## src/rtl/cdm_err_sweep_ctrl_pkg.sv

```systemverilog
// Shared types and width helpers for the carry-disregard multiplier error sweep.
// Widths are functions of the operand width so every instance derives its own.
package cdm_sweep_pkg;

  typedef enum logic [1:0] {
    IDLE  = 2'd0,
    RUN   = 2'd1,
    DRAIN = 2'd2,
    DONE  = 2'd3
  } state_t;

  // Product, error-count and error-sum widths for operand width w.
  function automatic int cdm_pw(input int w);
    return 2 * w;
  endfunction

  function automatic int cdm_cw(input int w);
    return 2 * w + 1;
  endfunction

  function automatic int cdm_sw(input int w);
    return 4 * w;
  endfunction

  function automatic int cdm_npairs(input int w);
    return 1 << (2 * w);
  endfunction

endpackage

```

## src/rtl/cdm_err_sweep_ctrl_ed_stage.sv

```systemverilog
// Registered error-distance stage: |exact - approximate| for the current operand
// pair, with a nonzero flag and a valid bit that follows i_load.
module cdm_ed_stage
  import cdm_sweep_pkg::*;
#(
  parameter int W = 8
) (
  input  logic             i_clk,
  input  logic             i_rst,
  input  logic             i_load,
  input  logic [W-1:0]     i_a,
  input  logic [W-1:0]     i_b,
  input  logic [2*W-1:0]   i_r,
  output logic [2*W-1:0]   o_ed,
  output logic             o_err,
  output logic             o_valid
);

  localparam int PW = cdm_pw(W);

  logic [PW-1:0] w_exact;
  logic [PW-1:0] w_ed;
  logic [PW-1:0] r_ed;
  logic          r_err;
  logic          r_valid;

  assign w_exact = PW'(i_a) * PW'(i_b);
  assign w_ed    = (w_exact >= i_r) ? (w_exact - i_r) : (i_r - w_exact);

  // Valid drops whenever nothing is loaded, so an abort or drain empties the stage.
  always_ff @(posedge i_clk or posedge i_rst) begin
    if (i_rst) begin
      r_ed    <= '0;
      r_err   <= 1'b0;
      r_valid <= 1'b0;
    end else begin
      r_valid <= i_load;
      if (i_load) begin
        r_ed  <= w_ed;
        r_err <= |w_ed;
      end
    end
  end

  assign o_ed    = r_ed;
  assign o_err   = r_err;
  assign o_valid = r_valid;

endmodule

```

## src/rtl/cdm_err_sweep_ctrl.sv

```systemverilog
// Exhaustive operand sweep for an external approximate multiplier, accumulating
// error count, maximum and sum of error distance against the exact product.
module cdm_err_sweep_ctrl
  import cdm_sweep_pkg::*;
#(
  parameter int W = 8
) (
  input  logic             i_clk,
  input  logic             i_rst,
  input  logic             i_start,
  input  logic             i_abort,
  output logic [W-1:0]     o_mult_a,
  output logic [W-1:0]     o_mult_b,
  input  logic [2*W-1:0]   i_mult_r,
  output logic             o_busy,
  output logic             o_done,
  output logic [2*W:0]     o_err_count,
  output logic [2*W-1:0]   o_max_ed,
  output logic [4*W-1:0]   o_sum_ed
);

  localparam int PW = cdm_pw(W);
  localparam int CW = cdm_cw(W);
  localparam int SW = cdm_sw(W);

  state_t        r_state;
  state_t        w_next;
  logic [W-1:0]  r_a;
  logic [W-1:0]  r_b;
  logic [CW-1:0] r_cnt;
  logic [PW-1:0] r_max;
  logic [SW-1:0] r_sum;
  logic          w_clear;
  logic          w_load;
  logic          w_last;
  logic [PW-1:0] w_ed;
  logic          w_err;
  logic          w_valid;

  assign w_last = (&r_a) & (&r_b);

  always_ff @(posedge i_clk or posedge i_rst) begin
    if (i_rst) begin
      r_state <= IDLE;
    end else begin
      r_state <= w_next;
    end
  end

  // Abort has priority over start in IDLE and over progress in RUN/DRAIN.
  always_comb begin
    w_next  = r_state;
    w_clear = 1'b0;
    w_load  = 1'b0;
    case (r_state)
      IDLE: begin
        if (i_start && !i_abort) begin
          w_next  = RUN;
          w_clear = 1'b1;
        end
      end
      RUN: begin
        if (i_abort) begin
          w_next = IDLE;
        end else begin
          w_load = 1'b1;
          if (w_last) begin
            w_next = DRAIN;
          end
        end
      end
      DRAIN:   w_next = i_abort ? IDLE : DONE;
      DONE:    w_next = IDLE;
      default: w_next = IDLE;
    endcase
  end

  // B is the inner index; the final pair is held so the multiplier output stays put.
  always_ff @(posedge i_clk or posedge i_rst) begin
    if (i_rst) begin
      r_a <= '0;
      r_b <= '0;
    end else if (w_clear) begin
      r_a <= '0;
      r_b <= '0;
    end else if (w_load && !w_last) begin
      r_b <= r_b + 1'b1;
      if (&r_b) begin
        r_a <= r_a + 1'b1;
      end
    end
  end

  cdm_ed_stage #(.W(W)) u_ed_stage (
    .i_clk   (i_clk),
    .i_rst   (i_rst),
    .i_load  (w_load),
    .i_a     (r_a),
    .i_b     (r_b),
    .i_r     (i_mult_r),
    .o_ed    (w_ed),
    .o_err   (w_err),
    .o_valid (w_valid)
  );

  always_ff @(posedge i_clk or posedge i_rst) begin
    if (i_rst) begin
      r_cnt <= '0;
      r_max <= '0;
      r_sum <= '0;
    end else if (w_clear) begin
      r_cnt <= '0;
      r_max <= '0;
      r_sum <= '0;
    end else if (w_valid) begin
      r_cnt <= r_cnt + CW'(w_err);
      r_sum <= r_sum + SW'(w_ed);
      if (w_ed > r_max) begin
        r_max <= w_ed;
      end
    end
  end

  assign o_mult_a    = r_a;
  assign o_mult_b    = r_b;
  assign o_busy      = (r_state == RUN) || (r_state == DRAIN);
  assign o_done      = (r_state == DONE);
  assign o_err_count = r_cnt;
  assign o_max_ed    = r_max;
  assign o_sum_ed    = r_sum;

endmodule

```

## config.mk

```make
export PLATFORM = sky130hd
export DESIGN_NAME = cdm_err_sweep_ctrl
export DESIGN_NICKNAME = d
export VERILOG_FILES = /design/src/rtl/cdm_err_sweep_ctrl_pkg.sv /design/src/rtl/cdm_err_sweep_ctrl_ed_stage.sv /design/src/rtl/cdm_err_sweep_ctrl.sv
export SDC_FILE = /design/constraint.sdc
export NUM_CORES = 1
export LEC_CHECK = 0
export CAP_MARGIN = 20
export CORE_ASPECT_RATIO = 0.8
export CORE_MARGIN = 3
export CORE_UTILIZATION = 45
export DETAILED_ROUTE_END_ITERATION = 6
export PLACE_DENSITY = 0.73
export SKIP_CTS_REPAIR_TIMING = 1
export SLEW_MARGIN = 20
export SYNTH_ARGS = -nofsm -noshare
export SYNTH_HDL_FRONTEND = slang
export SYNTH_HIERARCHICAL = 1
export SYNTH_SLANG_ARGS = --single-unit
```

## constraint.sdc

```tcl
create_clock -name i_clk -period 6.4 [get_ports i_clk]
set_input_delay 0.96 -clock i_clk [delete_from_list [all_inputs] [get_ports i_clk]]
set_output_delay 0.96 -clock i_clk [all_outputs]
set_load 0.02 [all_outputs]
```

* After elaboration in Yosys (flattened, before gate mapping)
Index checks and enable logic that the tools add are counted. W data, S select, Z words.
Storage, ports and cells: word-level logic and storage cells 62, flip-flop bits (word level) 101, input port bits 20, output and inout port bits 83
Cells by class: multiply operators 1, reductions and logical operators 16, eq/ne operators 5, muxes and demuxes 22, order comparisons 2, add/subtract/negate cells 6, bitwise logic cells 1
Operator list (count):
- $mux W16 | 4
- $mux W32 | 2
- $mux W8 | 5
- $mux W17 | 2
- $add A32 B16 Y32 | 1
- $sub A16 B16 Y16 | 2
- $add A17 B1 Y17 | 1
- $add A8 B1 Y8 const B | 2
- $ge A16 B16 Y1 | 1
- $gt A16 B16 Y1 | 1
- $mul A8 B8 Y16 | 1
- $reduce_and A8 Y1 | 2
- $reduce_or A16 Y1 | 1
- $mux W2 | 4
- $pmux W2 S4 | 1
- $reduce_bool A2 Y1 | 4
- $reduce_and A2 Y1 | 3
- $eq A2 B2 Y1 const B | 2
- $mux W1 | 4
- $ne A3 B3 Y1 const B | 1
- $eq A2 B1 Y1 const B | 1
- $logic_and A1 B1 Y1 | 2
- $logic_not A1 Y1 | 2
- $logic_not A2 Y1 | 1
- other kinds (3) | 3

* Depth between registers and ports, before layout
Gate-level depths: netlist (run 1).
word-level depth 6, gate-level depth with buffers 29

* Hierarchy
The synthesis (run 1) kept the hierarchy.
Modules (own cells, without submodules):
- cdm_err_sweep_ctrl | area an instance 5146.2 um^2, cells each 555, seq. area each 2077.0 um^2, times used 1
- cdm_ed_stage | area an instance 4579.4 um^2, cells each 549, seq. area each 450.4 um^2, times used 1

* Worst setup path after synthesis (run 1)
OpenSTA, ideal clock, no wires.
path type register to register, from register r_a[0], in the netlist o_mult_a[0], to register u_ed_stage.r_err, in the netlist u_ed_stage/o_err, cell stages (with the launch flop) 26, required time 6.275 ns, path buffers 0, arrival time 6.605 ns, path slack -0.331 ns, path through dfrtp_1 nand2_1 fa_1 fa_1 inv_1 fa_1 inv_1 fa_1 inv_1 ha_1 a21oi_1 nor2b_1 o2111ai_1 nand3_1 o41ai_1 xnor2_1 ha_1 nand2_1 o21ai_0 a21o_1 nor2_1 a41oi_1 xor2_1 or4b_1 nor4_1 nor2_1
Between the ends: longest elaborated chain between the ends 4
Ends and longest elaborated chain:
- start: declaration | line cdm_err_sweep_ctrl.sv:28 | logic [W-1:0] r_a;
- start signal: assignment | line cdm_err_sweep_ctrl.sv:89 | r_a <= r_a + 1'b1;
- $mul A8 B8 Y16 * | line cdm_err_sweep_ctrl_ed_stage.sv:27 | assign w_exact = PW'(i_a) * PW'(i_b);
- $sub A16 B16 Y16 or $ge A16 B16 Y1 (tied branches) | line cdm_err_sweep_ctrl_ed_stage.sv:28 | assign w_ed = (w_exact >= i_r) ? (w_exact - i_r) : (i_r - w_exact);
- $mux W16 * | line cdm_err_sweep_ctrl_ed_stage.sv:28
- $reduce_or A16 Y1 * | line cdm_err_sweep_ctrl_ed_stage.sv:40 | r_err <= |w_ed;
- end signal: assignment | line cdm_err_sweep_ctrl_ed_stage.sv:40
- end: declaration | line cdm_err_sweep_ctrl_ed_stage.sv:24 | logic r_err;
Mark *: on every way between the ends. The rest lies on a longest branch, timed or not. A chain may end at the register's enable or synchronous reset.

* Worst setup path after layout (run 1)
from register r_a[3], in the netlist o_mult_a[3], to register u_ed_stage.r_err, in the netlist u_ed_stage/o_err
The elaborated chain is that of the path after synthesis.

==> results of run 1 <==
-- worst max path at each step --
| stage | startpoint | endpoint | slack [ns] | depth (start not counted) |
|---|---|---|---|---|
| after global placement | o_mult_b[4] | u_ed_stage/o_err | -0.15 | 26 |
| final | o_mult_a[3] | u_ed_stage/o_err | -0.16 | 27 |
| after floorplan | o_mult_b[4] | u_ed_stage/o_err | -0.02 | 26 |
| after global routing | o_mult_a[3] | u_ed_stage/o_err | -0.40 | 28 |
| after CTS | o_mult_b[4] | u_ed_stage/o_err | -0.34 | 27 |
| after detailed placement | o_mult_b[4] | u_ed_stage/o_err | -0.32 | 27 |
-- state kept, by name, summed over array words and instances, names as in the netlist --
register	flops
o_mult_a	8
u_ed_stage/o_err	1
r_state	2
o_mult_b	8
u_ed_stage/o_ed	16
o_sum_ed	32
o_max_ed	16
u_ed_stage/o_valid	1
o_err_count	17
-- power by group through the flow --
stage	Clock (mW)	Sequential [mW]	Combinational [mW]
after floorplan	0	1.08	1.11
after global placement	0	1.02	1.71
after detailed placement	0	1.03	1.75
after CTS	0.536	1.01	1.77
after global routing	0.566	1.04	2.00
final	0.527	1.02	1.80
-- metal layers --
metal / routed length, um / global-route usage
met2: 11700 / 0.341
met1: 12600 / 0.327
met3: 1330 / 0.0367
met4: 439 / 0.0446
met5: 0 / 0
-- logic make-up (layout without fill, tap and decap cells) --
family                     Yosys count  count (layout)  synth area share
DFF                                101             101             0.260
adders and majority gates          146             146             0.218
xor gates and xnor gates            52              52            0.0468
and+or+nand+nor                    353             353             0.187
AOI/OAI and AO/OA                  261             261             0.189
buffers and inverters              165             344            0.0715
muxes                               26              26            0.0275
-- metrics by stage --
step	util	setup slack, ns	instances
finish	0.587	-0.165	1552
global route	0.587	-0.398	1552
CTS	0.569	-0.341	1541
global placement	0.556	-0.146	1525
floorplan	-	-0.0187	1104
detailed placement	0.556	-0.320	1525
-- cell type report --
type | instances | area share
multi-input cells | 838 | 0.558
repair buffers | 203 | 0.146
flip-flops and latches | 101 | 0.207
clock buffers | 9 | 0.0183
inverters | 125 | 0.0385
well taps | 269 | 0.0274
clock inverters | 7 | 0.00479
-- cell usage after synthesis, drive strengths merged (11+ instances only) --
| master | n | share of area |
|---|---|---|
| inv | 125 | 0.048 |
| ha | 107 | 0.14 |
| nand2 | 69 | 0.027 |
| a22o | 15 | 0.014 |
| nand4 | 29 | 0.019 |
| a21oi | 70 | 0.036 |
| mux2i | 20 | 0.021 |
| buf | 19 | 0.012 |
| o21ai | 44 | 0.023 |
| nor2 | 79 | 0.030 |
| nor3 | 16 | 0.0082 |
| dfrtp | 101 | 0.26 |
| or3 | 15 | 0.0096 |
| nand3 | 41 | 0.021 |
| a211oi | 11 | 0.0085 |
| and2 | 56 | 0.036 |
| fa | 39 | 0.080 |
| xor2 | 25 | 0.023 |
| a21o | 28 | 0.022 |
| clkbuf | 19 | 0.0094 |
| xnor2 | 27 | 0.024 |
-- worst max-delay path, cell delays in order (launching register included) --
cell       delay [ns]
dfrtp_2          0.45
and2_4           0.17
fa_2             0.39
fa_1             0.50
inv_1            0.05
fa_1             0.46
fa_1             0.51
inv_2            0.05
ha_4             0.23
a21oi_4          0.16
o21bai_4         0.09
a21oi_4          0.19
nor2b_4          0.06
o2111ai_2        0.20
nand3_2          0.10
o41a_1           0.41
xnor2_2          0.24
ha_4             0.25
a21oi_2          0.13
o21ai_2          0.09
a21o_1           0.24
nor2_4           0.21
buf_4            0.15
mux2_2           0.34
a211oi_1         0.28
nand4_1          0.20
nor4_4           0.23
nor2_1           0.07
-- layout by cell type, fill, tap and decap left out, types with 5 or more instances in the layout --
cell             synthesis  layout
mux2i_1                 20      20
and2_1                  55      46
a211o_1                  7       7
o31ai_1                  9       9
nor2b_1                 10       8
nor2_1                  79      75
nor3_1                  16      16
ha_4                     0       6
nand2_1                 68      62
xnor2_1                 27      25
nand2_2                  1       5
a22o_1                  15      15
and4_1                   5       5
fa_1                    39      35
and3_1                   8       7
a21oi_1                 69      64
nand3_1                 41      39
dfrtp_1                101      90
clkdlybuf4s50_1          0     102
xor2_1                  25      24
a211oi_1                11      11
and2_4                   0       9
o21ai_0                 35      32
dfrtp_2                  0      11
o21a_1                   9       9
ha_1                   107      98
or3_1                   15      15
a21o_1                  25      25
o21ai_1                  8      10
clkbuf_16                0       9
inv_2                    0       9
buf_4                    0      98
nand4_1                 29      29
o211ai_1                 7       7
nand2b_1                 6       6
mux2_2                   6       5
inv_1                  125     114
==> results.json, run 1 <==
{
  "status": "finished, violations left",
  "violations": "setup timing",
  "fin_total_pwr_mw": 3.35,
  "clk_latency_ns": 0.35,
  "r2r_slack_ns": -0.16,
  "min_to": "o_max_ed[10]",
  "cap_viol_max_count": 0,
  "synth.cell_area_um2": 9730,
  "leakage_nw": 5.70,
  "io_buffers": 102,
  "finClkSkew_ns": 0.0124,
  "drt_wl_total_mm": 26.1,
  "r2r-start": "o_mult_a[3]",
  "min_from": "o_max_ed[10]",
  "num_vias": 8806,
  "path_class": "register to register",
  "seq_area_um2": 2540,
  "synth_seq_cells": 101,
  "design_area_um2": 12300,
  "setup_ws_ns": -0.165,
  "switchingPower_mw": 1.50,
  "post_drt_via_cell_ratio": 5.67,
  "drt_first_pass_iters": 5,
  "syn-mean-instance-area_um2": 8.81,
  "setup_viol_count_final": 1,
  "arrival_ns": 6.80,
  "drt_first_iter_violations": 624,
  "synth_nets": 1270,
  "yosys_warnings": 6,
  "cellPowerDensity_nw_per_um2": 273,
  "power_frac_comb": 0.538,
  "clock-sinks": 101,
  "period_minus_slack_ns": 6.56,
  "cts.clk_slew.worst_paths_ns": 0.08,
  "fp.dieW_um": 170,
  "grt_antenna_before_repair": 0,
  "ir_drop_uv": 186,
  "core_um2": 20900,
  "end_kind": "register",
  "drive_above_1_share": 0.174,
  "ctsLongestPathBuffers": 2,
  "final.setup.tns_ns": -0.165,
  "finalCritPeriodShare": 1.03,
  "max_slew_margin": 0.329,
  "dieArea_um2": 23400,
  "drc": 0,
  "hold_viol": 0,
  "grt_pass1_vias": 8366,
  "worstMarginPinSlew_ns": 1.00,
  "wl_per_cell_um": 16.8,
  "ys_dominant_reg_cell": "dfrtp_1",
  "grt_start_max_net_pins": 60,
  "async_flop_share": 1.00,
  "worstPathMaxFanout": 7,
  "worstPathRequired_ns": 6.63,
  "nFillCells": 1815,
  "multi_input_area_um2": 6860,
  "cts_max_level": 3,
  "die_y_um": 137,
  "numCtsBuffers": 9,
  "intPower_mw": 1.85,
  "num_rows": 47,
  "timing.hold.ws_ns": 0.531,
  "post_synth_inst_count": 1104,
  "cts_tree": "yes",
  "nets": 1444,
  "initial_utilization": 0.465,
  "fmax_mhz": 152,
  "start_kind": "register",
  "synth-edff-count": 0,
  "syn_to_final_growth_pct": 26.3,
  "p_seq_frac": 0.304,
  "r2r_end": "u_ed_stage/o_err",
  "r2r_cells": 27,
  "yosysUniqueCellTypes": 82,
  "rsz0062_at_grt": "true",
  "p_clk_frac": 0.157,
  "min_delay_path_depth": 1,
  "io_pins": 103,
  "report.final.slew_viol_count": 0,
  "switching_share": 0.448,
  "yosysSeqAreaShare": 0.260,
  "grt-ovfl-total": 0,
  "min_path_type": "register to register",
  "gp_congestion": 0.959,
  "drtAntennaViolNets": 0,
  "grt_use_total": 0.221,
  "dpl-instance-area_um2": 11600,
  "dp_hpwl_mm": 20.3,
  "grt_pass1_wl_mm": 42.2,
  "cts-root-buf": "clkbuf_16",
  "antennaDiodeCount": 0
}
Power figures use the tool's default switching activity.
==> run 2: changes to the inputs <==
Settings changed: SLEW_MARGIN 20 to 10.
==> results of run 2 <==
Same layout as run 1: the final DEF is identical, and so are final timing and power.
